--- src/rtl/norm_writer.sv ---
`default_nettype none
// ============================================================================
// Module   : norm_writer
// Purpose  : Captures one cropped frame (OUT_ROWS*OUT_COLS 8-bit pixels) from
//            the crop stream into an internal RAM while tracking the largest
//            pixel. Publishes that maximum as the normalization denominator
//            (forced to 1 for an all-zero frame), then replays the stored
//            pixels in arrival order on an AXI-Stream master.
// Ports    : clk, reset_n (sync, active-low)
//            ap_start / ap_ready / ap_idle / ap_done   - block-level handshake
//            s_axis_tvalid / s_axis_tready / s_axis_tdata  - crop stream in
//            norm_denominator / norm_denominator_tvalid    - frame maximum
//            m_axis_tvalid / m_axis_tready / m_axis_tdata  - replay stream out
// Revision : 1.0 - initial release
// ============================================================================
module norm_writer #(
  parameter int OUT_ROWS = 10,
  parameter int OUT_COLS = 10
) (
  input  logic       clk,
  input  logic       reset_n,
  input  logic       ap_start,
  output logic       ap_ready,
  output logic       ap_idle,
  output logic       ap_done,
  input  logic       s_axis_tvalid,
  output logic       s_axis_tready,
  input  logic [7:0] s_axis_tdata,
  output logic [7:0] norm_denominator,
  output logic       norm_denominator_tvalid,
  output logic       m_axis_tvalid,
  input  logic       m_axis_tready,
  output logic [7:0] m_axis_tdata
);

  localparam int N  = OUT_ROWS * OUT_COLS;
  localparam int CW = $clog2(N + 1);
  localparam int AW = (N > 1) ? $clog2(N) : 1;
  localparam logic [CW-1:0] C_LAST = CW'(N - 1);

  typedef enum logic [2:0] {
    S_IDLE    = 3'd0,
    S_CAPTURE = 3'd1,
    S_PUBLISH = 3'd2,
    S_STREAM  = 3'd3,
    S_DONE    = 3'd4
  } state_t;

  state_t          state_q, state_d;
  logic [CW-1:0]   wr_cnt_q, wr_cnt_d;
  logic [CW-1:0]   rd_cnt_q, rd_cnt_d;
  logic [7:0]      max_q, max_d;
  logic [7:0]      den_q, den_d;
  logic [7:0]      rdata_q;

  logic            wr_en;
  logic            rd_en;
  logic [AW-1:0]   wr_addr;
  logic [AW-1:0]   rd_addr;
  logic            s_beat;
  logic            m_beat;
  logic [7:0]      beat_max;

  logic [7:0]      pix_mem [N];

  always_comb begin
    state_d  = state_q;
    wr_cnt_d = wr_cnt_q;
    rd_cnt_d = rd_cnt_q;
    max_d    = max_q;
    den_d    = den_q;
    wr_en    = 1'b0;
    rd_en    = 1'b0;
    rd_addr  = '0;
    wr_addr  = wr_cnt_q[AW-1:0];
    s_beat   = s_axis_tvalid && (state_q == S_CAPTURE);
    m_beat   = m_axis_tready && (state_q == S_STREAM);
    // Running maximum including the pixel on the current beat, so the
    // denominator captured on the final beat already accounts for it.
    beat_max = (s_axis_tdata > max_q) ? s_axis_tdata : max_q;

    case (state_q)
      S_IDLE: begin
        if (ap_start) begin
          state_d  = S_CAPTURE;
          wr_cnt_d = '0;
          max_d    = '0;
        end
      end
      S_CAPTURE: begin
        if (s_beat) begin
          wr_en    = 1'b1;
          wr_cnt_d = wr_cnt_q + CW'(1);
          max_d    = beat_max;
          if (wr_cnt_q == C_LAST) begin
            state_d = S_PUBLISH;
            den_d   = (beat_max == 8'd0) ? 8'd1 : beat_max;
          end
        end
      end
      S_PUBLISH: begin
        // Prime the read register with pixel 0 so it is presented on the
        // very first STREAM cycle.
        rd_en    = 1'b1;
        rd_addr  = '0;
        rd_cnt_d = '0;
        state_d  = S_STREAM;
      end
      S_STREAM: begin
        // The read register doubles as the output register: it is only
        // reloaded on a handshake, so data holds during a stall and the next
        // pixel is ready one cycle later with no bubble.
        if (m_beat) begin
          if (rd_cnt_q == C_LAST) begin
            state_d = S_DONE;
          end else begin
            rd_cnt_d = rd_cnt_q + CW'(1);
            rd_en    = 1'b1;
            rd_addr  = rd_cnt_d[AW-1:0];
          end
        end
      end
      S_DONE: begin
        state_d = S_IDLE;
      end
      default: begin
        state_d = S_IDLE;
      end
    endcase
  end

  always_ff @(posedge clk) begin
    if (!reset_n) begin
      state_q  <= S_IDLE;
      wr_cnt_q <= '0;
      rd_cnt_q <= '0;
      max_q    <= '0;
      den_q    <= '0;
    end else begin
      state_q  <= state_d;
      wr_cnt_q <= wr_cnt_d;
      rd_cnt_q <= rd_cnt_d;
      max_q    <= max_d;
      den_q    <= den_d;
    end
  end

  // Frame buffer: one write port, one synchronous read port.
  always_ff @(posedge clk) begin
    if (wr_en) begin
      pix_mem[wr_addr] <= s_axis_tdata;
    end
  end

  always_ff @(posedge clk) begin
    if (!reset_n) begin
      rdata_q <= '0;
    end else if (rd_en) begin
      rdata_q <= pix_mem[rd_addr];
    end
  end

  assign ap_idle                 = (state_q == S_IDLE);
  assign ap_ready                = (state_q == S_IDLE);
  assign ap_done                 = (state_q == S_DONE);
  assign s_axis_tready           = (state_q == S_CAPTURE);
  assign m_axis_tvalid           = (state_q == S_STREAM);
  assign norm_denominator_tvalid = (state_q == S_PUBLISH) || (state_q == S_STREAM) ||
                                   (state_q == S_DONE);
  assign norm_denominator        = den_q;
  assign m_axis_tdata            = rdata_q;

endmodule
`default_nettype wire

--- config.mk ---
export PLATFORM = sky130hd
export DESIGN_NAME = norm_writer
export DESIGN_NICKNAME = d
export VERILOG_FILES = /design/src/rtl/norm_writer.sv
export SDC_FILE = /design/constraint.sdc
export NUM_CORES = 1
export LEC_CHECK = 0
export CAP_MARGIN = 10
export CORE_MARGIN = 2
export CORE_UTILIZATION = 30
export CTS_CLUSTER_SIZE = 8
export DETAILED_ROUTE_END_ITERATION = 10
export PLACE_DENSITY = 0.56
export SYNTH_ARGS = -nofsm -noshare
export SYNTH_HDL_FRONTEND = slang
export SYNTH_SLANG_ARGS = --single-unit
--- constraint.sdc ---
create_clock -name clk -period 6.2 [get_ports clk]
set_input_delay 1.24 -clock clk [delete_from_list [all_inputs] [get_ports clk]]
set_output_delay 1.24 -clock clk [all_outputs]
set_load 0.1 [all_outputs]
==> flow_summary.rst <==
.. list-table::
   :header-rows: 1

   * - Metric
     - Value
   * - EDFF count, synth
     - 800
   * - Number of gates resized after CTS
     - 0
   * - Number of maximum-capacitance violations
     - 0
   * - Chip height
     - 341 um
   * - Die Span X
     - 341 um
   * - Final setup fails
     - 0
   * - Worst-case clock buffer depth
     - 3
   * - Cts-stage hold buffer count
     - 0
   * - CP arrival
     - 5.47 ns
   * - Initial Utilization
     - 0.303
   * - CP delay by family, top
     - compound AO/OA/AOI/OAI gates
   * - Number of nets in the final layout
     - 2556
   * - Crit-path cells
     - ha_1 -> nand2_1 -> o211ai_4 -> buf_12 -> o21ai_0 -> o311ai_0 -> nor3_1 -> a31oi_1 -> o31a_1 -> a32o_1
   * - Area of the mapped netlist
     - 34100 um2
   * - Final TNS setup
     - 0 ns
   * - Number of global-route vias before repair
     - 21200
   * - Met3 Resource Use GR
     - 0.0309
   * - GR met1 Demand/Resource
     - 0.255
   * - Sum of net half-perimeters after detailed placement
     - 66700 um
   * - DRC violations left
     - 0
   * - Overall die area
     - 117000 um2
   * - Nature of the critical path startpoint
     - flip-flop
   * - Core utilization of the finished layout
     - 0.353
   * - Met2 usage
     - 0.288
   * - Startpoint-to-endpoint class of the critical path
     - reg2reg
   * - Final design instance area without fill
     - 39800 um2
   * - Crit. End Element
     - flip-flop
   * - WHS
     - 0.469 ns
   * - Initial antenna violation count
     - 3
   * - CP max FO
     - 53
   * - Largest net degree at the start of global routing
     - 124
   * - Clock slew at the register clock pins of the worst setup and hold paths
     - 0.05 ns
   * - Highest-delay cell along the critical path
     - o211ai_4
   * - H-tree depth reported by CTS
     - 3
   * - Dominant register cell in the synthesized netlist
     - edfxtp_1
   * - Data required time at the worst endpoint
     - 6.84 ns
   * - Number of buffers inserted during clock tree synthesis
     - 115
   * - TritonCTS clock tree
     - yes
   * - Insertion delay of the later-clocked pin in the worst-skew pair
     - 0.70 ns
   * - Synthesized netlist net count
     - 2470
   * - Warnings from Yosys
     - 0
   * - Total area of sequential cells
     - 24800 um2
   * - Total wire length after detailed routing
     - 109000 um
   * - Detailed router's first-iteration violation count
     - 2922
   * - Post-DR wirelength/cell
     - 26.5 um
   * - Placement-stage cell area
     - 36500 um2
   * - Power density over cell area
     - 307 nW/um2
   * - Max-slew violation count
     - 0
   * - Fill cells
     - 10800
   * - Sequential-to-total area share from yosys stat
     - 0.728
   * - Most common cell in the synthesized netlist
     - edfxtp_1
   * - Cell variety after synth
     - 82
   * - Final period utilization
     - 0.780
   * - Outcome
     - finished clean
   * - Delay of the slowest critical-path stage
     - 0.75 ns
   * - Final weighted congestion in routability-driven placement
     - 0.864
   * - Vias per cell
     - 5.40
   * - Via total after detailed routing
     - 22200
   * - Number of primary I/O pins
     - 35
   * - Core Region
     - 113000 um2
   * - Area share of the leading cell type in the synthesized netlist
     - 0.704
   * - Clock skew
     - 0.0330 ns
   * - Global route overflow
     - 0
   * - Setup repair after global routing missed its margin
     - false
   * - Post-synth top area cell
     - edfxtp_1
   * - Total buffers and inverters traversed by the critical path
     - 1
   * - Type of the most critical hold path
     - reg2reg
   * - Number of placement rows
     - 123
   * - Multi-input gate area in the final layout
     - 8560 um2
   * - Share of layout cells above drive strength 1
     - 0.110
   * - Final-report hold violation count
     - 0
   * - Worst Tran Pin Value
     - 1.23 ns
   * - Synth area leaders
     - edfxtp_1, nand2_1, mux2i_1
   * - Most crowded layer after global routing
     - met2
   * - Area growth from synthesis to layout
     - 16.4%
   * - Global-route usage over all layers
     - 0.184
   * - Clk root buf
     - clkbuf_16
   * - Leakage component of the power
     - 12.4 nW
   * - Port Buffer Count
     - 34
   * - Flop and latch count out of synthesis
     - 841
   * - Achievable frequency
     - 0.207 GHz
   * - Post CTS Setup Buffer Count
     - 0
   * - Final worst path period need
     - 4.84 ns
   * - Count of mapped cells out of synthesis
     - 2447
   * - Router iterations before antenna repair
     - 6
   * - Maximum VDD drop
     - 0.000207 V
   * - Rel. slew slack
     - 0.157
   * - Top cells by instance count after synthesis
     - edfxtp_1, nand2_1, nor2_1, nand3_1
   * - Mean Syn Cell Area
     - 14.0 um2
   * - Number of sinks driven by the clock tree
     - 841
   * - Antenna Nets Post-Route
     - 0
   * - Wire length of the first global-routing pass
     - 156000 um
   * - Fraction of registers with async set/reset
     - 0
-- placed cells by master, fill, tap and decap left out, types with 7 or more instances in the layout --
cell type	n
a21oi_1	89
inv_1	11
o32ai_1	8
a2111oi_0	11
buf_4	100
nor3_1	31
nand2_1	355
clkbuf_16	116
clkdlybuf4s50_1	26
o22ai_1	59
nand3_1	149
edfxtp_1	800
o2111a_1	7
a311oi_1	8
o2111ai_1	13
and3_1	21
a31oi_1	50
clkbuf_1	68
o221ai_1	35
mux2i_1	90
nand4_1	11
a221oi_1	8
a211oi_1	22
nor4_1	12
nand2b_1	11
a22oi_1	11
nor2b_1	10
o21ai_0	73
nor2_1	176
ha_1	10
o211ai_1	15
mux2_2	20
dfxtp_1	40
mux4_2	9
-- worst paths after layout --
check                      startpoint                  end  slack [ns]  depth (start not counted)
setup reg to reg          rd_cnt_q[0]      m_axis_tdata[4]        1.36                         10
hold reg to reg   norm_denominator[0]  norm_denominator[0]        0.47                          2
setup / recovery          rd_cnt_q[0]      m_axis_tdata[4]        1.36                         10
hold / removal    norm_denominator[0]  norm_denominator[0]        0.47                          2
-- metal layers --
layer / share of wire / vias up
met1: 0.42 / 11300
met2: 0.46 / 1152
met3: 0.086 / 184
met4: 0.037 / 0
met5: 0 / -
li1: - / 9599
-- worst reg2reg max path: cells and delay by family (launching register included) --
family	cells	cell delay, ns
and+or+nand+nor	2	0.69
adders and majority gates	1	0.54
buffers and inverters	1	0.38
DFF	1	0.61
AOI/OAI and AO/OA	6	2.55
-- logic make-up after synthesis --
| group | synth area share |
|---|---|
| DFF | 0.728 |
| adders and majority gates | 0.00366 |
| muxes | 0.0389 |
| xor gates and xnor gates | 0.00333 |
| AOI/OAI and AO/OA | 0.0990 |
| and+or+nand+nor | 0.103 |
| buffers and inverters | 0.0245 |
-- per-stage QoR --
stage | setup slack (ns) | power [mW] | instances
final | 1.36 | 12.2 | 4107
after global routing | 1.21 | 12.5 | 4106
after CTS | 1.46 | 12.3 | 4106
after detailed placement | 1.04 | 6.53 | 3916
after global placement | 1.08 | 6.53 | 3916
after floorplan | 1.43 | 6.39 | 2447
-- report_power, final --
part / internal (mW) / switching, mW / total, mW
clock: 3.44 / 2.34 / 5.77
combinational: 0.0274 / 0.161 / 0.188
sequential: 6.23 / 0.00442 / 6.23
-- flip-flops by register name, summed over array words and instances, names as in the netlist --
register          cells
m_axis_tdata          8
state_q               3
wr_addr               7
norm_denominator      8
pix_mem             800
max_q                 8
rd_cnt_q              7
-- layout make-up --
cell class                      count  area share
Antenna cell                        1   0.0000629
Clock buffer                      184      0.0794
Clock inverter                      6     0.00327
Inverter                           14     0.00132
Multi-Input combinational cell   1429       0.215
Sequential cell                   841       0.625
Tap cell                         1500      0.0472
Timing Repair Buffer              132      0.0284
Note: power is estimated with default switching activity, not from simulation.
